--- src/rtl/gemm_pkg.sv ---
// Shared types for the GEMM custom-instruction responder: op encoding,
// queued command payload, dispatch FSM states and the default opcode.
package gemm_pkg;

  localparam logic [6:0] GEMM_OPC = 7'b0001011;

  typedef enum logic [2:0] {
    CONFIG  = 3'd0,
    LOAD_A  = 3'd1,
    LOAD_B  = 3'd2,
    COMPUTE = 3'd3,
    STORE_C = 3'd4,
    FENCE   = 3'd5
  } gemm_op_e;

  typedef struct packed {
    gemm_op_e    op;
    logic [31:0] rs1;
    logic [31:0] rs2;
  } gemm_cmd_t;

  typedef enum logic [1:0] {
    S_IDLE,
    S_ISSUE,
    S_WAIT_ENG
  } disp_state_e;

endpackage

--- src/rtl/rocc_gemm_responder_if.sv ---
// Core command handshake plus engine start/done bus. master = core/engine
// environment side, slave = the responder.
interface rocc_gemm_responder_if;
  logic        cmd_valid;
  logic [31:0] cmd_instr;
  logic [31:0] cmd_rs1;
  logic [31:0] cmd_rs2;
  logic        cmd_ready;
  logic        done;
  logic        cmd_err;
  logic        eng_start;
  logic [2:0]  eng_op;
  logic [31:0] eng_addr;
  logic [31:0] eng_arg;
  logic [31:0] eng_cfg_dim;
  logic [31:0] eng_cfg_stride;
  logic        eng_done;

  modport master (
    output cmd_valid, cmd_instr, cmd_rs1, cmd_rs2, eng_done,
    input  cmd_ready, done, cmd_err, eng_start, eng_op, eng_addr, eng_arg,
           eng_cfg_dim, eng_cfg_stride
  );

  modport slave (
    input  cmd_valid, cmd_instr, cmd_rs1, cmd_rs2, eng_done,
    output cmd_ready, done, cmd_err, eng_start, eng_op, eng_addr, eng_arg,
           eng_cfg_dim, eng_cfg_stride
  );
endinterface

--- src/rtl/gemm_cmd_fifo.sv ---
// In-order command queue; pointers carry one extra wrap bit so full/empty
// fall out of a plain compare.
module gemm_cmd_fifo
  import gemm_pkg::*;
#(
  parameter int DEPTH = 4
) (
  input  logic      clk,
  input  logic      rst,
  input  logic      push,
  input  gemm_cmd_t din,
  input  logic      pop,
  output gemm_cmd_t dout,
  output logic      full,
  output logic      empty
);
  localparam int AW = $clog2(DEPTH);

  logic [AW:0] wr_ptr, rd_ptr;
  gemm_cmd_t   mem [DEPTH];

  always_ff @(posedge clk or posedge rst) begin
    if (rst) begin
      wr_ptr <= '0;
      rd_ptr <= '0;
    end else begin
      if (push && !full)  wr_ptr <= wr_ptr + (AW+1)'(1);
      if (pop  && !empty) rd_ptr <= rd_ptr + (AW+1)'(1);
    end
  end

  always_ff @(posedge clk) begin
    if (push && !full) mem[wr_ptr[AW-1:0]] <= din;
  end

  assign dout  = mem[rd_ptr[AW-1:0]];
  assign empty = (wr_ptr == rd_ptr);
  assign full  = (wr_ptr[AW] != rd_ptr[AW]) && (wr_ptr[AW-1:0] == rd_ptr[AW-1:0]);
endmodule

--- src/rtl/rocc_gemm_responder.sv ---
// Accelerator end of the GEMM custom-0 handshake: decode, queue, dispatch.
// Optional perf counters under GEMM_PERF_CNT_EN.
module rocc_gemm_responder
  import gemm_pkg::*;
#(
  parameter int         QDEPTH     = 4,
  parameter logic [6:0] CUSTOM_OPC = GEMM_OPC
) (
  input  logic                 clk,
  input  logic                 rst,
  rocc_gemm_responder_if.slave bus,
  output logic [31:0]          perf_busy,
  output logic [31:0]          perf_ops
);
  logic [6:0]  funct7, opcode;
  logic        legal, is_fence, accept, push, pop, full, empty;
  logic        pending, fence_wait, live, fence_fire;
  logic        load_eng, load_cfg;
  gemm_cmd_t   push_cmd, head;
  disp_state_e state, state_nxt;

  assign funct7   = bus.cmd_instr[31:25];
  assign opcode   = bus.cmd_instr[6:0];
  assign legal    = (opcode == CUSTOM_OPC) && (funct7 <= 7'd5);
  assign is_fence = legal && (funct7 == 7'd5);

  // live keeps cmd_ready low through reset and rises one cycle after release
  assign bus.cmd_ready = live & ~pending & ~fence_wait & ~full;
  assign accept        = bus.cmd_valid & bus.cmd_ready;
  assign push          = accept & legal & ~is_fence;
  assign push_cmd      = '{op: gemm_op_e'(funct7[2:0]), rs1: bus.cmd_rs1, rs2: bus.cmd_rs2};
  assign fence_fire    = (fence_wait | (accept & is_fence)) & empty & (state == S_IDLE);

  gemm_cmd_fifo #(.DEPTH(QDEPTH)) u_fifo (
    .clk   (clk),
    .rst   (rst),
    .push  (push),
    .din   (push_cmd),
    .pop   (pop),
    .dout  (head),
    .full  (full),
    .empty (empty)
  );

  always_ff @(posedge clk or posedge rst) begin
    if (rst) begin
      live        <= 1'b0;
      pending     <= 1'b0;
      fence_wait  <= 1'b0;
      bus.done    <= 1'b0;
      bus.cmd_err <= 1'b0;
    end else begin
      live <= 1'b1;
      if (accept)        pending <= 1'b1;
      else if (bus.done) pending <= 1'b0;
      fence_wait  <= ~fence_fire & (fence_wait | (accept & is_fence));
      bus.done    <= (accept & ~is_fence) | fence_fire;
      bus.cmd_err <= bus.cmd_err | (accept & ~legal);
    end
  end

  always_ff @(posedge clk or posedge rst) begin
    if (rst) state <= S_IDLE;
    else     state <= state_nxt;
  end

  always_comb begin
    state_nxt = state;
    pop       = 1'b0;
    load_eng  = 1'b0;
    load_cfg  = 1'b0;
    case (state)
      S_IDLE: if (!empty) begin
        pop = 1'b1;
        // CONFIG retires in place so it stays ordered against engine ops
        if (head.op == CONFIG) load_cfg = 1'b1;
        else begin
          load_eng  = 1'b1;
          state_nxt = S_ISSUE;
        end
      end
      S_ISSUE:    state_nxt = S_WAIT_ENG;
      S_WAIT_ENG: if (bus.eng_done) state_nxt = S_IDLE;
      default:    state_nxt = S_IDLE;
    endcase
  end

  assign bus.eng_start = (state == S_ISSUE);

  always_ff @(posedge clk or posedge rst) begin
    if (rst) begin
      bus.eng_op         <= '0;
      bus.eng_addr       <= '0;
      bus.eng_arg        <= '0;
      bus.eng_cfg_dim    <= '0;
      bus.eng_cfg_stride <= '0;
    end else begin
      if (load_eng) begin
        bus.eng_op   <= head.op;
        bus.eng_addr <= head.rs1;
        bus.eng_arg  <= head.rs2;
      end
      if (load_cfg) begin
        bus.eng_cfg_dim    <= head.rs1;
        bus.eng_cfg_stride <= head.rs2;
      end
    end
  end

`ifdef GEMM_PERF_CNT_EN
  always_ff @(posedge clk or posedge rst) begin
    if (rst) begin
      perf_busy <= '0;
      perf_ops  <= '0;
    end else begin
      if (state != S_IDLE) perf_busy <= perf_busy + 32'd1;
      if (bus.eng_start)   perf_ops  <= perf_ops + 32'd1;
    end
  end
`else
  assign perf_busy = '0;
  assign perf_ops  = '0;
`endif
endmodule

--- src/flat_wrapper.sv ---
// flat-port wrapper written by rule: the top's interface ports become plain ports
module rocc_gemm_responder_flat import gemm_pkg::*;
#(
  parameter int         QDEPTH     = 4,
  parameter logic [6:0] CUSTOM_OPC = GEMM_OPC
)
  (clk, rst, perf_busy, perf_ops, bus_cmd_valid, bus_cmd_instr, bus_cmd_rs1, bus_cmd_rs2, bus_eng_done, bus_cmd_ready, bus_done, bus_cmd_err, bus_eng_start, bus_eng_op, bus_eng_addr, bus_eng_arg, bus_eng_cfg_dim, bus_eng_cfg_stride);
  rocc_gemm_responder_if bus_i ();
  input  logic clk;
  input  logic rst;
  output logic [31:0] perf_busy;
  output logic [31:0] perf_ops;
  input wire logic [$bits(bus_i.cmd_valid)-1:0] bus_cmd_valid;
  input wire logic [$bits(bus_i.cmd_instr)-1:0] bus_cmd_instr;
  input wire logic [$bits(bus_i.cmd_rs1)-1:0] bus_cmd_rs1;
  input wire logic [$bits(bus_i.cmd_rs2)-1:0] bus_cmd_rs2;
  input wire logic [$bits(bus_i.eng_done)-1:0] bus_eng_done;
  output wire logic [$bits(bus_i.cmd_ready)-1:0] bus_cmd_ready;
  output wire logic [$bits(bus_i.done)-1:0] bus_done;
  output wire logic [$bits(bus_i.cmd_err)-1:0] bus_cmd_err;
  output wire logic [$bits(bus_i.eng_start)-1:0] bus_eng_start;
  output wire logic [$bits(bus_i.eng_op)-1:0] bus_eng_op;
  output wire logic [$bits(bus_i.eng_addr)-1:0] bus_eng_addr;
  output wire logic [$bits(bus_i.eng_arg)-1:0] bus_eng_arg;
  output wire logic [$bits(bus_i.eng_cfg_dim)-1:0] bus_eng_cfg_dim;
  output wire logic [$bits(bus_i.eng_cfg_stride)-1:0] bus_eng_cfg_stride;
  assign bus_i.cmd_valid = bus_cmd_valid;
  assign bus_i.cmd_instr = bus_cmd_instr;
  assign bus_i.cmd_rs1 = bus_cmd_rs1;
  assign bus_i.cmd_rs2 = bus_cmd_rs2;
  assign bus_i.eng_done = bus_eng_done;
  assign bus_cmd_ready = bus_i.cmd_ready;
  assign bus_done = bus_i.done;
  assign bus_cmd_err = bus_i.cmd_err;
  assign bus_eng_start = bus_i.eng_start;
  assign bus_eng_op = bus_i.eng_op;
  assign bus_eng_addr = bus_i.eng_addr;
  assign bus_eng_arg = bus_i.eng_arg;
  assign bus_eng_cfg_dim = bus_i.eng_cfg_dim;
  assign bus_eng_cfg_stride = bus_i.eng_cfg_stride;
  rocc_gemm_responder #(.QDEPTH(QDEPTH), .CUSTOM_OPC(CUSTOM_OPC)) u_core (.clk(clk), .rst(rst), .bus(bus_i), .perf_busy(perf_busy), .perf_ops(perf_ops));
endmodule
--- config.mk ---
export PLATFORM = sky130hd
export DESIGN_NAME = rocc_gemm_responder_flat
export DESIGN_NICKNAME = d
export VERILOG_FILES = /design/src/rtl/gemm_pkg.sv /design/src/rtl/rocc_gemm_responder_if.sv /design/src/rtl/gemm_cmd_fifo.sv /design/src/rtl/rocc_gemm_responder.sv /design/src/flat_wrapper.sv
export SDC_FILE = /design/constraint.sdc
export NUM_CORES = 1
export LEC_CHECK = 0
export ABC_AREA = 1
export CORE_MARGIN = 3
export CORE_UTILIZATION = 40
export DETAILED_ROUTE_END_ITERATION = 10
export GPL_ROUTABILITY_DRIVEN = 0
export GPL_TIMING_DRIVEN = 0
export HOLD_SLACK_MARGIN = 0.15
export PLACE_DENSITY = 0.73
export SLEW_MARGIN = 30
export SYNTH_ARGS = -nofsm -noshare
export SYNTH_HDL_FRONTEND = slang
export SYNTH_HIERARCHICAL = 1
export SYNTH_SLANG_ARGS = --single-unit
--- constraint.sdc ---
create_clock -name clk -period 4.4 [get_ports clk]
set_input_delay 0.44 -clock clk [delete_from_list [all_inputs] [get_ports clk]]
set_output_delay 0.44 -clock clk [all_outputs]
set_load 0.02 [all_outputs]
=== Word-level counts from Yosys, hierarchy flattened ===
Memory sizes are Yosys's and may differ from the RTL's.
Index checks and enable logic that the tools add are counted.

* Equal/unequal tests: 10
* $lt $le $gt $ge: 1
* Bitwise logic cells: 21
* Add/sub/neg operators: 2
* Multiplexer cells: 16
* Reduce and logical (&&, ||, !) cells: 11

{| class="wikitable"
|+ Operators with widths
! cell !! count
|-
| 1-bit AND || 12
|-
| 1-bit 2-to-1 mux || 12
|-
| 7-bit by 3-bit == test with 1-bit output, second input constant || 1
|-
| 7-bit by 4-bit == test with 1-bit output, second input constant || 1
|-
| 7-bit by 3-bit less-or-equal comparator with 1-bit output, second input constant || 1
|-
| 3-bit by 1-bit adder with 3-bit output, second input constant || 2
|-
| 2-bit 2-to-1 mux || 3
|-
| 2-bit inequality test, second input constant || 3
|-
| 1-bit inverter || 6
|-
| 2-bit one-hot mux with 3 select lines || 1
|-
| 1-bit logical AND || 5
|-
| 3-bit == test || 1
|-
| 3-bit zero test || 1
|-
| 1-bit bitwise OR || 3
|-
| 3-bit AND reduction || 1
|-
| 2-bit by 1-bit == test with 1-bit output, second input constant || 1
|-
| 2-bit == test || 1
|-
| 2-bit == test, second input constant || 1
|-
| 1-bit zero test || 2
|-
| 2-bit zero test || 1
|-
| 2-bit nonzero test || 1
|-
| 1-bit inequality test || 1
|}

* Memory bits (writable): 268
* Register bits after elaboration: 144
* Word-level logic and storage cells: 75
* Memories kept: 1

{| class="wikitable"
|+ Memories
! name !! depth !! width !! rd ports !! clocked after Yosys merged registers in !! write ports !! RTL line !! text
|-
| u_core.u_fifo.mem || 4 || 67 || 1 || 0 || 1 || gemm_cmd_fifo.sv:20 || <nowiki>gemm_cmd_t mem [DEPTH];</nowiki>
|}

=== Depth between registers and ports, before layout ===
Gate-level depths: netlist of the first run.

* Depth in word-level cells: 11
* Depth in mapped cells: 15
* Mapped depth without buffers: 15

=== By module ===
Netlist of the first run, hierarchy kept.

{| class="wikitable"
|+ Modules (own cells, without submodules)
! module !! instances !! seq. area each (um^2) !! area an instance (um^2) !! cells each
|-
| gemm_cmd_fifo || 1 || 8197.9 || 10395.0 || 709
|-
| rocc_gemm_responder || 1 || 3453.3 || 5967.0 || 616
|}

=== Least setup slack after synthesis of the first run ===
Ideal clock, no wire load.

* Path kind: register -> register
* Start point: register u_core.u_fifo.rd_ptr[0]
* End point: memory u_core/u_fifo/mem[0][0] (netlist name) (enable)
* Required time: 3.908 ns
* Setup slack: -0.438 ns
* Stages on the path, launching flop included: 12
* Arrival time: 4.346 ns
* Cells stage by stage: dfrtp_1 buf_6 xnor2_4 nand3_4 inv_1 nor2_1 nand2_1 nor2_1 nand2_1 nor2_1 nand2_2 nor2_1

* Word-level cells in the longest chain between the ends: 10
* Elaborated cells on any way between the ends: 11

{| class="wikitable"
|+ Ends and longest elaborated chain
! item !! RTL line !! text
|-
| start: declaration || gemm_cmd_fifo.sv:19 || <nowiki>logic [AW:0] wr_ptr, rd_ptr;</nowiki>
|-
| start signal: assignment || gemm_cmd_fifo.sv:28 || <nowiki>if (pop && !empty) rd_ptr <= rd_ptr + (AW+1)'(1);</nowiki>
|-
| 2-bit == test || gemm_cmd_fifo.sv:38 || <nowiki>assign full = (wr_ptr[AW] != rd_ptr[AW]) && (wr_ptr[AW-1:0] == rd_ptr[AW-1:0]);</nowiki>
|-
| 1-bit logical AND || gemm_cmd_fifo.sv:38 ||
|-
| net u_core.full || rocc_gemm_responder.sv:16 || <nowiki>logic legal, is_fence, accept, push, pop, full, empty;</nowiki>
|-
| 1-bit inverter || rocc_gemm_responder.sv:28 || <nowiki>assign bus.cmd_ready = live & ~pending & ~fence_wait & ~full;</nowiki>
|-
| 1-bit AND || rocc_gemm_responder.sv:28 ||
|-
| 1-bit AND || rocc_gemm_responder.sv:29 || <nowiki>assign accept = bus.cmd_valid & bus.cmd_ready;</nowiki>
|-
| 1-bit AND (2 in a row) || rocc_gemm_responder.sv:30 || <nowiki>assign push = accept & legal & ~is_fence;</nowiki>
|-
| net u_core.push || rocc_gemm_responder.sv:16 ||
|-
| 1-bit logical AND || gemm_cmd_fifo.sv:33 || <nowiki>if (push && !full) mem[wr_ptr[AW-1:0]] <= din;</nowiki>
|-
| 1-bit 2-to-1 mux || gemm_cmd_fifo.sv:33 ||
|-
| 1-bit 2-to-1 mux (implied by the code) || gemm_cmd_fifo.sv:33 ||
|-
| end: declaration || gemm_cmd_fifo.sv:20 ||
|}

The timed path passes the listed nets, and every way through them passes these cells.

=== Worst setup path after layout of the first run ===
* Start point: register u_core.u_fifo.rd_ptr[1]
* End point: memory u_core/u_fifo/mem[1][25] (netlist name) (enable)

Same word-level chain as after synthesis.

==> parameters.txt, run 1 <==
Parameter                              Value

Timing
  Transition time at the pin with the least slew margin    about 0.57 ns
  RSZ-0062 raised after global routing    no
  Hold violation total from the final report    0
  Rel. slew slack    between 60 and 70%
  Number of endpoints failing setup at the final stage    0
  Final critical path time including I/O delays and setup    about 3.4 ns
  Crit path setup slack, layout    ~0.96 ns
  Ratio of final minimum period to clock period    between 70% and 80%
  Max Clock Freq    approximately 0.29 GHz
  Final number of max-transition violations    0
  Setup Skew    0.00977 ns

Die
  Number of top-level pins    roughly 300
  Die area    0.0434 mm²
  Die height    around 210 µm
  Number of cell rows    73
  Placeable core area    between 0.04 and 0.05 mm²
  Effective utilization at floorplan    40.8%
  Horiz. Die Dim    about 210 µm

CTS
  TritonCTS Sinks    412
  Maximum number of buffers from clock root to sink    3
  Number of instances resized during post-cts repair    0
  Count of H-tree levels built during CTS    2
  TritonCTS buffer count    43
  Clock latency on the worst-skew pair    around 0.55 ns
  Post-CTS Setup Bufs    0
  TritonCTS clock tree    yes
  # hold bufs at CTS    0
  Clock slew at the register clock pins of the worst setup and hold paths    about 0.060 ns
  Root cell of the clock tree    sky130_fd_sc_hd__clkbuf_16

Worst setup path
  Worst Setup Path Type    reg2reg
  Max stage delay cell, worst path    sky130_fd_sc_hd__dfrtp_1
  Sort of element at the end of the critical path    flip-flop
  Startpoint type of the worst setup path    flip-flop
  Critical path fanouts, max    19
  Arrival time at the worst endpoint    3.68 ns
  WP buf/inv    5
  Kind of cell adding the most delay to the critical path    simple AND/OR/NAND/NOR gates
  Worst path max stage delay    about 0.59 ns
  Cell-by-cell listing of the critical path    inv_2 -> nand2_1 -> nand2_2 -> nand3_4 -> inv_1 -> nor2_1 -> nand2_1 -> nor2_1 -> nand2_1 -> nor2_1 -> nand2_2 -> nor2_4 -> buf_16 -> buf_16 -> buf_16
  Source of the worst register-to-register timing path    u_core/u_fifo/rd_ptr[1]
  CP startpoint    u_core/u_fifo/rd_ptr[1]
  Endpoint required time on the critical path    approximately 4.7 ns

Power
  Total power of the final layout    roughly 0.0083 W
  Leak Pwr    8.59 nW
  Power per cell area    slightly below 400 mW/mm²
  Maximum resistive drop on vdd    roughly 0.27 mV

Synth
  Post-synthesis sequential area ratio    between 70% and 80%
  Most common flop cell mapped by yosys    sky130_fd_sc_hd__edfxtp_1
  Number of synthesized flops with an enable pin    268
  Synthesis warning total    6
  Asr flop ratio synth    about a third
  Flop and latch count out of synthesis    approximately 410
  Cell count after synthesis    1325
  Number of different library cells in the post-synthesis netlist    31
  Mean instance size in the synthesized netlist    12.3 µm²
  Area of the mapped netlist    0.0164 mm²

Finish
  Number of antenna repair diodes    0
  Non-filler cells, final    2222
  Fill cell count    around 3400
  Area of all placed cells without fillers    around 0.021 mm²
  Proportion of layout cells with a drive suffix above 1    ~14%
  Final design utilization    a little over half
  Area added between synthesis and finish    30.1%
  Final #Nets    ~1800

Detailed routing
  Number of iterations in the first detailed-routing pass    5
  Post-route DRC violation count    0
  Final ANT Viol Nets    0
  Vias per cell    4.88
  Vias after detailed routing    about 11000
  Overall routed net length    approximately 41 mm
  First DRT Iteration DRCs    ~650
  Routed wire length per instance    ~18 µm

Place
  Count of placed standard cells including taps    around 2100
  Standard cell area after detailed placement    roughly 0.020 mm²
  Number of port buffers    roughly 220
  Placement-stage worst setup slack    ~0.96 ns
  Post-DP HPWL    28.1 mm

GRT
  Via count of the first global-routing pass    ~11000
  Pin count of the biggest net entering global routing    80
  Wire length of the first global-routing pass    roughly 63 mm
  Initial antenna violation count    2
  Congestion Overflow GR    0
  Global router's overall resource usage    a little under a fifth

Job
  Max-capacitance violation count    0

Outcome
  Run status    completed

Worst hold path
  Kind of path behind the tightest hold check    in2async
through the flow:
step / hold slack [ns] / TNS (ns)
CTS: 0.280 / 0
finish: 0.298 / 0
floorplan: 0.231 / -88.01
detailed placement: 0.450 / 0
global route: 0.306 / 0
global placement: 0.445 / -921.12
worst paths after layout:
path                                              to  slack (ns)  depth (start not counted)
max                         u_core/u_fifo/mem[1][25]        0.96                         15
min                          u_core/u_fifo/wr_ptr[2]        0.30                          2
max reg2reg                 u_core/u_fifo/mem[1][25]        0.96                         15
min reg2reg                           u_core/pending        0.45                          1
max in group asynchronous  u_core/bus.eng_cfg_dim[6]        3.26                          3
min in group clk                      u_core/pending        0.45                          1
per-layer routing:
layer	up-vias	part of all wire, %	track usage (%)
met5	-	0.066	0
met4	4	2.3	5.81
met3	69	6.9	3.62
met2	399	50	32.0
met1	5243	40	23.8
li1	5129	-	-
worst reg2reg max path: stages (launching register included):
cell	delay, ns
sky130_fd_sc_hd__dfrtp_1	0.59
sky130_fd_sc_hd__inv_2	0.16
sky130_fd_sc_hd__nand2_1	0.11
sky130_fd_sc_hd__nand2_2	0.09
sky130_fd_sc_hd__nand3_4	0.12
sky130_fd_sc_hd__inv_1	0.05
sky130_fd_sc_hd__nor2_1	0.12
sky130_fd_sc_hd__nand2_1	0.10
sky130_fd_sc_hd__nor2_1	0.18
sky130_fd_sc_hd__nand2_1	0.10
sky130_fd_sc_hd__nor2_1	0.32
sky130_fd_sc_hd__nand2_2	0.22
sky130_fd_sc_hd__nor2_4	0.39
sky130_fd_sc_hd__buf_16	0.22
sky130_fd_sc_hd__buf_16	0.16
sky130_fd_sc_hd__buf_16	0.19
cell type report:
class / count / area, µm² / area share, %
inverters: 98 / 385 / 1.81
well taps: 525 / 657 / 3.09
plain buffers: 135 / 1020 / 4.80
multi-input cells: 743 / 3580 / 16.8
clock inverters: 20 / 206 / 0.970
repair buffers: 230 / 2530 / 11.9
clock buffers: 59 / 1260 / 5.92
flip-flops and latches: 412 / 11700 / 54.7
sequential cells by signal, indices dropped and copies added (netlist names):
signal	flops
u_core/bus.eng_op	3
u_core/u_fifo/wr_ptr	3
u_core/bus.eng_arg	32
u_core/pending	1
u_core/state	2
u_core/bus.cmd_err	1
u_core/live	1
u_core/bus.done	1
u_core/bus.eng_cfg_stride	32
u_core/bus.eng_addr	32
u_core/bus.eng_cfg_dim	32
u_core/u_fifo/rd_ptr	3
u_core/u_fifo/mem	268
u_core/fence_wait	1
cell usage in the layout (no fill, tap or decap), types with 4 or more instances in the layout:
master / instances
sky130_fd_sc_hd__clkbuf_16: 46
sky130_fd_sc_hd__clkinv_1: 5
sky130_fd_sc_hd__nor2_1: 148
sky130_fd_sc_hd__buf_4: 70
sky130_fd_sc_hd__clkinv_2: 7
sky130_fd_sc_hd__dfrtp_1: 144
sky130_fd_sc_hd__buf_6: 30
sky130_fd_sc_hd__nand2_1: 165
sky130_fd_sc_hd__edfxtp_1: 268
sky130_fd_sc_hd__o22ai_1: 68
sky130_fd_sc_hd__clkbuf_2: 7
sky130_fd_sc_hd__buf_2: 11
sky130_fd_sc_hd__clkbuf_8: 6
sky130_fd_sc_hd__bufinv_16: 4
sky130_fd_sc_hd__inv_1: 93
sky130_fd_sc_hd__o21ai_1: 107
sky130_fd_sc_hd__o21ai_0: 129
sky130_fd_sc_hd__clkdlybuf4s50_1: 216
sky130_fd_sc_hd__o21ai_2: 29
sky130_fd_sc_hd__clkbuf_1: 22
sky130_fd_sc_hd__ha_1: 5
sky130_fd_sc_hd__conb_1: 65
sky130_fd_sc_hd__buf_16: 13
sky130_fd_sc_hd__nand3_1: 11
where the power goes:
part / switching (W) / internal (W)
Combinational: 0.000202 / 0.000180
Sequential: 0.0000207 / 0.00417
Clock: 0.00144 / 0.00224
Total: 0.00166 / 0.00659
Yosys cell counts (7+ instances only):
cell type	n	share of area, %
sky130_fd_sc_hd__o21ai_1	107	3.3
sky130_fd_sc_hd__inv_1	95	2.2
sky130_fd_sc_hd__edfxtp_1	268	49
sky130_fd_sc_hd__nor2_1	151	3.5
sky130_fd_sc_hd__o22ai_1	68	2.6
sky130_fd_sc_hd__buf_6	30	2.1
sky130_fd_sc_hd__buf_2	11	0.34
sky130_fd_sc_hd__clkbuf_2	7	0.21
sky130_fd_sc_hd__o21ai_0	129	3.9
sky130_fd_sc_hd__buf_4	70	3.2
sky130_fd_sc_hd__nand3_1	11	0.34
sky130_fd_sc_hd__clkbuf_1	15	0.34
sky130_fd_sc_hd__o21ai_2	29	1.6
sky130_fd_sc_hd__nand2_1	165	3.8
sky130_fd_sc_hd__dfrtp_1	144	22
cells by family after synthesis:
family                   Yosys count  share of synthesized area, %
AND/OR/NAND/NOR                  335                          8.13
flip-flops                       412                          71.2
AO/OA/AOI/OAI                    336                          11.5
XOR/XNOR                           2                         0.222
other                              2                        0.0459
adder cells (fa/ha/maj)            5                         0.382
buffers and inverters            233                          8.52
No activity file was read; power rests on OpenSTA's default activity.
==> run 2: changes to the inputs <==
- clock period: 4.4 -> 2.9 ns (I/O delays scaled with it)
==> run 2 against run 1 <==
  * Non-clock buffer count is 17 higher
  * First-iteration DRC count grew 4.3%
  * Combinational power grew 57%
  * Die area unchanged
  * Utilization rose by 0.76 points
  * Cell count rose by 0.77%
  * Design area increased by 1.4%
  * Register-to-register slack worse by 0.76 ns
  * Worst setup slack lost 0.78 ns
  * Worst hold slack gained 0.056 ns
  * Sequential cell count unchanged
==> parameters.txt, run 2 (same netlist as run 1, synthesis figures left out) <==
Parameter                              Value

Power
  Maximum resistive drop on vdd    0.370 mV (+34%)
  Leak Pwr    8.72 nW (+1.4%)
  Total power of the final layout    0.0128 W (+55%)
  Power per cell area    592 mW/mm² (+53%)

Timing
  Hold violation total from the final report    0 (unchanged)
  Final critical path time including I/O delays and setup    between 2 and 3 ns
  Transition time at the pin with the least slew margin    0.589 ns (+0.0163 ns)
  Max Clock Freq    0.368 GHz
  RSZ-0062 raised after global routing    no
  Ratio of final minimum period to clock period    between 90% and 100%
  Setup Skew    0.0173 ns (+0.00751 ns)
  Final number of max-transition violations    0 (unchanged)
  Sum of negative setup slack    0 ns (unchanged)
  Rel. slew slack    60.7% (-0.99 points)
  Number of endpoints failing setup at the final stage    0 (unchanged)

CTS
  TritonCTS Sinks    412 (unchanged)
  Clock slew at the register clock pins of the worst setup and hold paths    0.06 ns (about the same)
  Clock latency on the worst-skew pair    0.55 ns (about the same)
  Root cell of the clock tree    sky130_fd_sc_hd__clkbuf_16
  Count of H-tree levels built during CTS    2 (unchanged)
  Maximum number of buffers from clock root to sink    3 (unchanged)
  TritonCTS clock tree    yes
  TritonCTS buffer count    43 (unchanged)

Worst setup path
  Setup slack on the worst flop-to-flop path    0.20 ns (-0.76 ns)
  Cell-by-cell listing of the critical path    buf_6 -> xnor2_4 -> nand3_4 -> inv_1 -> nor2_1 -> nand2_1 -> inv_1 -> clkdlybuf4s50_1
  Reg2Reg Depth    15 (unchanged)
  Worst Setup Path Type    reg2out
  Most numerous cell on the critical path    sky130_fd_sc_hd__inv_1
  Endpoint required time on the critical path    2.61 ns (-2.04 ns)
  Max stage delay cell, worst path    sky130_fd_sc_hd__clkdlybuf4s50_1
  Sort of element at the end of the critical path    output pin
  Startpoint type of the worst setup path    flip-flop
  Critical path fanouts, max    10 (-9)
  Worst path max stage delay    0.60 ns (about the same)
  Arrival time at the worst endpoint    2.43 ns (-1.25 ns)

Finish
  Most frequent cells in the layout    sky130_fd_sc_hd__edfxtp_1 (268), sky130_fd_sc_hd__clkdlybuf4s50_1 (216), sky130_fd_sc_hd__nand2_1 (165)
  Area added between synthesis and finish    32.0%
  Proportion of layout cells with a drive suffix above 1    15.6% (+1.1 points)
  Final design utilization    53.9% (+0.76 points)
  Most frequent standard cell in the layout excluding fill and tap cells    sky130_fd_sc_hd__edfxtp_1
  Area of all placed cells without fillers    0.0216 mm² (+1.4%)
  Max reg flops    268 (unchanged)
  Final #Nets    1785 (+0.96%)
  Number of antenna repair diodes    0 (unchanged)

GRT
  Wire length of the first global-routing pass    65.6 mm (+3.8%)
  Congestion Overflow GR    0 (unchanged)
  Initial antenna violation count    4 (+2)
  Pin count of the biggest net entering global routing    33 (-59%)
  Via count of the first global-routing pass    11400 (+4.1%)
  Global router's overall resource usage    19.3% (+0.74 points)

Detailed routing
  Overall routed net length    42.3 mm (+3.2%)
  Number of iterations in the first detailed-routing pass    5 (unchanged)
  Final ANT Viol Nets    0 (unchanged)
  Vias per cell    4.95 (+1.5%)
  First DRT Iteration DRCs    682 (+4.3%)
  Vias after detailed routing    11100 (+2.3%)
  Routed wire length per instance    18.9 µm (+2.4%)
  Post-route DRC violation count    0 (unchanged)

Die
  Die height    208 µm (unchanged)
  Placeable core area    0.0401 mm² (unchanged)
  Number of cell rows    73 (unchanged)
  Horiz. Die Dim    208 µm (unchanged)
  Effective utilization at floorplan    40.8% (unchanged)
  Die area    0.0434 mm² (unchanged)
  Number of top-level pins    299 (unchanged)

Outcome
  Run status    completed

Worst hold path
  Kind of path behind the tightest hold check    in2reg
  Worst hold path depth    1

Place
  Post-DP HPWL    28.7 mm (+2.0%)
  Number of port buffers    216 (unchanged)
  Standard cell area after detailed placement    0.0200 mm² (+0.74%)

Job
  Max-capacitance violation count    0 (unchanged)
[run 2: worst max-delay path, delay by kind of cell (launching register included)]
family	cells	cell delay [ns]
buffers and inverters	4	0.92
and+or+nand+nor	3	0.36
xor gates and xnor gates	1	0.17
DFF	1	0.41
[run 2: power by group]
group | switching [W] | internal [W]
sequential | 0.0000310 | 0.00632
clock | 0.00226 | 0.00357
combinational | 0.000315 | 0.000286
[run 2: cell type report]
cell class	count	area, µm²
clock buffer	53	1200
clock inverter	26	317
timing repair buffer	247	2780
sequential	412	11700
fill	3359	18500
buffer	135	1020
tap	525	657
multi-input combinational	743	3600
inverter	98	380
[run 2: layer usage]
metal / share of wire, % / global-route usage (%) / up-vias
li1: - / - / 5169
met1: 41 / 24.7 / 5473
met2: 50 / 32.9 / 378
met3: 6.6 / 4.45 / 64
met4: 2.2 / 5.98 / 8
met5: 0.13 / 0 / -
[run 2: final timing paths]
| check | startpoint | end |
|---|---|---|
| min in group asynchronous | rst | u_core/u_fifo/wr_ptr[2] |
| setup / recovery | u_core/u_fifo/rd_ptr[0] | bus_cmd_ready |
| setup reg to reg | u_core/u_fifo/rd_ptr[0] | u_core/u_fifo/mem[3][48] |
| hold / removal | bus_cmd_rs2[15] | u_core/u_fifo/mem[0][15] |
| max in group asynchronous | rst | u_core/bus.eng_addr[14] |
| hold reg to reg | u_core/bus.cmd_err | u_core/bus.cmd_err |
[run 2: timing repair]
action	CTS	global route
pin swaps	3	3
endpoints found under the hold margin	6	0
hold buffers	1	0
endpoints found under the setup margin	242	153
setup buffers	9	1
resized for setup	1	5
[run 2: per-stage QoR]
step	worst slack (ns)	hold slack, ns	instances
after floorplan	-0.739	0.0810	1388
after global placement	-2.68	0.445	2129
after detailed placement	-0.369	0.454	2149
after CTS	0.0721	0.316	2238
after global routing	0.0284	0.351	2239
final	0.183	0.354	2239
==> run 3: changes to the inputs <==
- HOLD_SLACK_MARGIN: 0.15 -> 0.08
==> results of run 3 <==
Final layout, timing and power as in run 2 (identical DEF).
==> RTL change 1, RTL diff (settings of run 1) <==
Add a define of `GEMM_PERF_CNT_EN`.
--- a/src/rtl/rocc_gemm_responder.sv
+++ b/src/rtl/rocc_gemm_responder.sv
@@ -1,5 +1,7 @@
 // Accelerator end of the GEMM custom-0 handshake: decode, queue, dispatch.
 // Optional perf counters under GEMM_PERF_CNT_EN.
+`define GEMM_PERF_CNT_EN
+
 module rocc_gemm_responder
   import gemm_pkg::*;
 #(
Check against the original RTL: not equivalent (Yosys sat finds a counterexample within 10 cycles, from zero or initial values and one cycle with rst high).
==> RTL change 1 against run 1 <==
- synthesized area increased by 16%
- final area increased by 16%
- critical path depth decreased by 1
- routed wire length increased by 27%
- non-clock buffer count increased by 5
- setup slack got worse by 0.11 ns
- total power increased by 17%
- sequential cell count increased by 64
- critical path type unchanged
==> RTL change 1: results (changes against run 1) <==
metric	value	unit	change
number of detailed-route iterations in the first pass	5		unchanged
wl on met1	21400	um	+29%
CP max FO	20		+1
WL met2	25600	um	+24%
status	finished clean		
first-pass GRT wire length	80500	um	+27%
Resized Gates After CTS	0		unchanged
gr usage total	0.207		+0.0208
Post-synth EDFFs	268		unchanged
Post-Syn Nets	1767		
r2r setup slk	0.86	ns	-0.11 ns
largest net degree at the start of global routing	48		-40%
Async SR Flop Fraction	0.437		+0.0875
Hold/Removal Path Class	primary input to asynchronous set/reset pin		
CTS buffer count	49		+14%
layout cell share with drive strength beyond 1	0.0912		-0.0538
grt met1 use	0.261		+0.0233
Iteration-0 DRC Markers	1176		+80%
Via density	5.15		+5.6%
Leakage	9.83	nW	+14%
synth unique cells	36		+16%
worst hold slack	0.207	ns	-0.0911 ns
CP arrival	3.84	ns	+0.16 ns
M3 GR Usage	0.0443		+0.00810
clock skew	0.0198	ns	+0.0101 ns
Routed WL	51900	um	+27%
kind of end point of the critical path	register		
critical path launch point	u_core/u_fifo/rd_ptr[1]		
top area cells in the synthesized netlist	edfxtp_1 43%, dfrtp_1 27%, nand2_1 5.9%		
# H-tree levels	2		unchanged
GR Layer Usage met2	0.356		+0.0361
Commonest cells post-synth	300 x nand2_1, 268 x edfxtp_1, 208 x dfrtp_1		
CTS Buffer Depth	3		unchanged
final setup vio count	0		unchanged
DR top layer	met5		
crit path to	u_core/u_fifo/mem[1][38]		
Worst Reg-to-Reg Cells	14		-1
sequential area share after synthesis	0.700		-0.0119
Worst Tran Pin Value	0.718	ns	+0.145 ns
worst-skew pair later-pin latency	0.60	ns	+0.05 ns
switch share	0.206		+0.00431
initial antenna violation count	5		+3
WL met3	3390	um	+20%
number of flip-flops in the largest register	268		unchanged
vias in the first global route	14100		+29%
Post-CTS Setup Inserts	0		unchanged
clock-pin slew on the worst setup and hold paths	0.06	ns	about the same
post-layout net count	2117		+20%
peak supply drop	0.314	mV	+14%
PortBufs	280		+30%
DP Wirelength	35900	um	+28%
CTS Root Cell	clkbuf_16		
warning count from the yosys run	6		unchanged
## RTL change 1: cell types whose count changed after synthesis, sizes merged, moves of 28 or more
cell	run 1	this run
nand2	169	305
buf	112	48
dfrtp	144	208
nor2	153	203
inv	98	132
nand3	13	41
## RTL change 1: worst max-delay path: stages, from the launching register on
cell and delay, ns:
dfrtp_1 0.61, inv_2 0.19, nand2_1 0.11, nand2_2 0.08
nand3_4 0.11, inv_1 0.05, inv_1 0.08, nand3_1 0.13
nor2_1 0.18, nand2_1 0.11, nor2_1 0.34, nand2_2 0.22
nor2_4 0.58, buf_16 0.24, buf_16 0.19
## RTL change 1: logic make-up after synthesis
kind of cell	synth area share
adders and majority gates	0.00463
and+or+nand+nor	0.131
xor gates and xnor gates	0.0214
AOI/OAI and AO/OA	0.0932
buffers and inverters	0.0494
other	0.000198
DFF	0.700
## RTL change 1: power groups by stage
stage / clock network (mW) / logic (mW) / registers [mW]
final: 4.46 / 0.357 / 4.79
after global placement: 0 / 0.334 / 4.88
after global routing: 4.74 / 0.387 / 4.80
after floorplan: 0 / 0.0816 / 4.93
after CTS: 4.56 / 0.361 / 4.79
after detailed placement: 0 / 0.359 / 4.88
## RTL change 1: per-stage QoR
stage          cell area, um^2  cells   util  TNS, ns  setup WS, ns
3_3_place_gp             22500   2547  0.482  -831.78         -3.54
6_report                 24800   2660  0.531        0         0.856
5_1_grt                  24800   2659  0.531        0         0.525
3_5_place_dp             23000   2566  0.493        0         0.824
2_1_floorplan            18900   1660      -   -84.42        -0.420
4_1_cts                  24800   2658  0.531        0         0.790
## RTL change 1: layout make-up
type                       instances  area (um^2)
fill                            3948        21900
sequential                       476        13300
multi-input combinational        981         4760
timing repair buffer             299         3260
clock buffer                      64         1420
tap                              607          759
inverter                         132          509
buffer                            71          434
clock inverter                    28          354
antenna                            2         5.00
==> RTL change 2, RTL diff (config.mk and constraints of run 1) <==
Made on the original files. Re-encode `disp_state_e` (3 states) as one-hot, 3 bits wide.
--- a/src/rtl/gemm_pkg.sv
+++ b/src/rtl/gemm_pkg.sv
@@ -19,10 +19,10 @@
     logic [31:0] rs2;
   } gemm_cmd_t;
 
-  typedef enum logic [1:0] {
-    S_IDLE,
-    S_ISSUE,
-    S_WAIT_ENG
+  typedef enum logic [2:0] {
+    S_IDLE     = 3'b001,
+    S_ISSUE    = 3'b010,
+    S_WAIT_ENG = 3'b100
   } disp_state_e;
 
 endpackage
Check against the original RTL: no difference found for any inputs over 4 cycles, from zero or initial values and one cycle with rst high; so few cycles prove little.
==> RTL change 2 against run 1 <==
- sequential cell count up 1
- routed wire length is 2.8% higher
- final area is 1.2% lower
- total power about the same
- maximum frequency shrank 3.5%
- setup slack lost 0.12 ns
- critical path depth down 1
- via count is 1.4% higher
- synthesized area decreased by 1.1%
- non-clock buffer count down 2
- clock power down 1%
- critical endpoint is now u_core/u_fifo/mem[1][45]
- largest power group unchanged
==> RTL change 2: results (changes against run 1) <==
metric	value	unit	change
final worst-path setup slack	0.841	ns	-0.123 ns
CP max FO	19		unchanged
worst hold slack	0.266	ns	-0.0318 ns
post-layout net count	1772		+0.23%
worst-skew pair later-pin latency	0.57	ns	+0.02 ns
peak supply drop	0.365	mV	+33%
Post-synth EDFFs	268		unchanged
fin area	21000	um^2	-1.2%
CP delay by family, top	simple AND/OR/NAND/NOR gates		
gr usage total	0.194		+0.00791
# H-tree levels	2		unchanged
clock-pin slew on the worst setup and hold paths	0.06	ns	about the same
dpl ws	0.751	ns	-0.204 ns
Crit path largest cell delay	0.62	ns	+0.03 ns
Post-DP Area	19600	um^2	-1.2%
first-pass GRT wire length	64900	um	+2.7%
vias in the first global route	11200		+2.9%
top area cells in the synthesized netlist	edfxtp_1 50%, dfrtp_1 22%, o21ai_0 6.2%		
final std cells w/o fill	2229		+0.32%
wire per inst	18.9	um	+2.5%
FILL cells	3324		-1.1%
number of flip-flops in the largest register	268		unchanged
Via density	4.93		+1.1%
largest net degree at the start of global routing	74		-7.5%
CTS Root Cell	clkbuf_16		
Leakage	8.47	nW	-1.5%
Iteration-0 DRC Markers	625		-4.4%
Slowest-stage cell, CP	dfrtp_1		
Synth Flop Type	edfxtp_1		
initial antenna violation count	2		unchanged
synthesized instance count	1330		+0.38%
warning count from the yosys run	6		unchanged
synth unique cells	31		unchanged
CTS Buffer Depth	3		unchanged
Placed Cells incl. Taps	2146		+0.14%
sequential area share after synthesis	0.722		+0.00961
layout cell share with drive strength beyond 1	0.124		-0.0211
Resized Gates After CTS	0		unchanged
Commonest cells post-synth	268 x edfxtp_1, 201 x o21ai_0, 168 x nand2_1		
Hold/Removal Path Class	primary input to asynchronous set/reset pin		
status	finished clean		
CP arrival	3.82	ns	+0.14 ns
CTS buffer count	44		+2.3%
r2r setup slk	0.84	ns	-0.12 ns
Async SR Flop Fraction	0.351		+0.00158
clock skew	0.0251	ns	+0.0153 ns
Max-slew headroom	0.550		-0.0670
number of detailed-route iterations in the first pass	4		-1
DP Wirelength	28300	um	+0.64%
PortBufs	216		unchanged
Post-CTS Setup Inserts	0		unchanged
RTL change 2: kinds of logic after synthesis:
| kind of cell | count (synthesis) | share of synthesized area |
|---|---|---|
| compound gates | 336 | 0.109 |
| xor+xnor | 2 | 0.00224 |
| fa+ha+maj | 5 | 0.00387 |
| other cells | 2 | 0.000464 |
| buf+inv | 234 | 0.0801 |
| flops | 413 | 0.722 |
| simple gates | 338 | 0.0824 |
RTL change 2: area by class of cell:
class                           instances  area (um^2)  area share
Inverter                               99          389      0.0185
Tap cell                              525          657      0.0312
Clock inverter                         21          158     0.00749
Buffer                                135          920      0.0437
Sequential cell                       413        11700       0.555
Antenna cell                            1         2.50    0.000119
Timing Repair Buffer                  228         2480       0.118
Multi-Input combinational cell        746         3470       0.165
Clock buffer                           61         1290      0.0611
RTL change 2: path summary, 6_finish.rpt:
kind / start / end / depth (start not counted)
max: u_core/u_fifo/rd_ptr[1] / u_core/u_fifo/mem[1][45] / 14
min: rst / u_core/u_fifo/wr_ptr[2] / 2
max reg2reg: u_core/u_fifo/rd_ptr[1] / u_core/u_fifo/mem[1][45] / 14
min reg2reg: u_core/bus.done / u_core/pending / 1
max in group asynchronous: rst / u_core/bus.eng_addr[31] / 3
min in group clk: u_core/bus.done / u_core/pending / 1
RTL change 2: per-layer routing:
layer  track usage  vias to the layer above  routed length (um)
met5             0                        -                  13
li1              -                     5145                   -
met3        0.0527                       79                3480
met2         0.321                      438               20500
met1         0.245                     5330               16800
met4        0.0702                        2                1300
RTL change 2: power breakdown:
part | internal (mW) | switching, mW | total [mW]
Clock | 2.12 | 1.51 | 3.63
Sequential | 4.18 | 0.0232 | 4.21
Combinational | 0.192 | 0.218 | 0.409
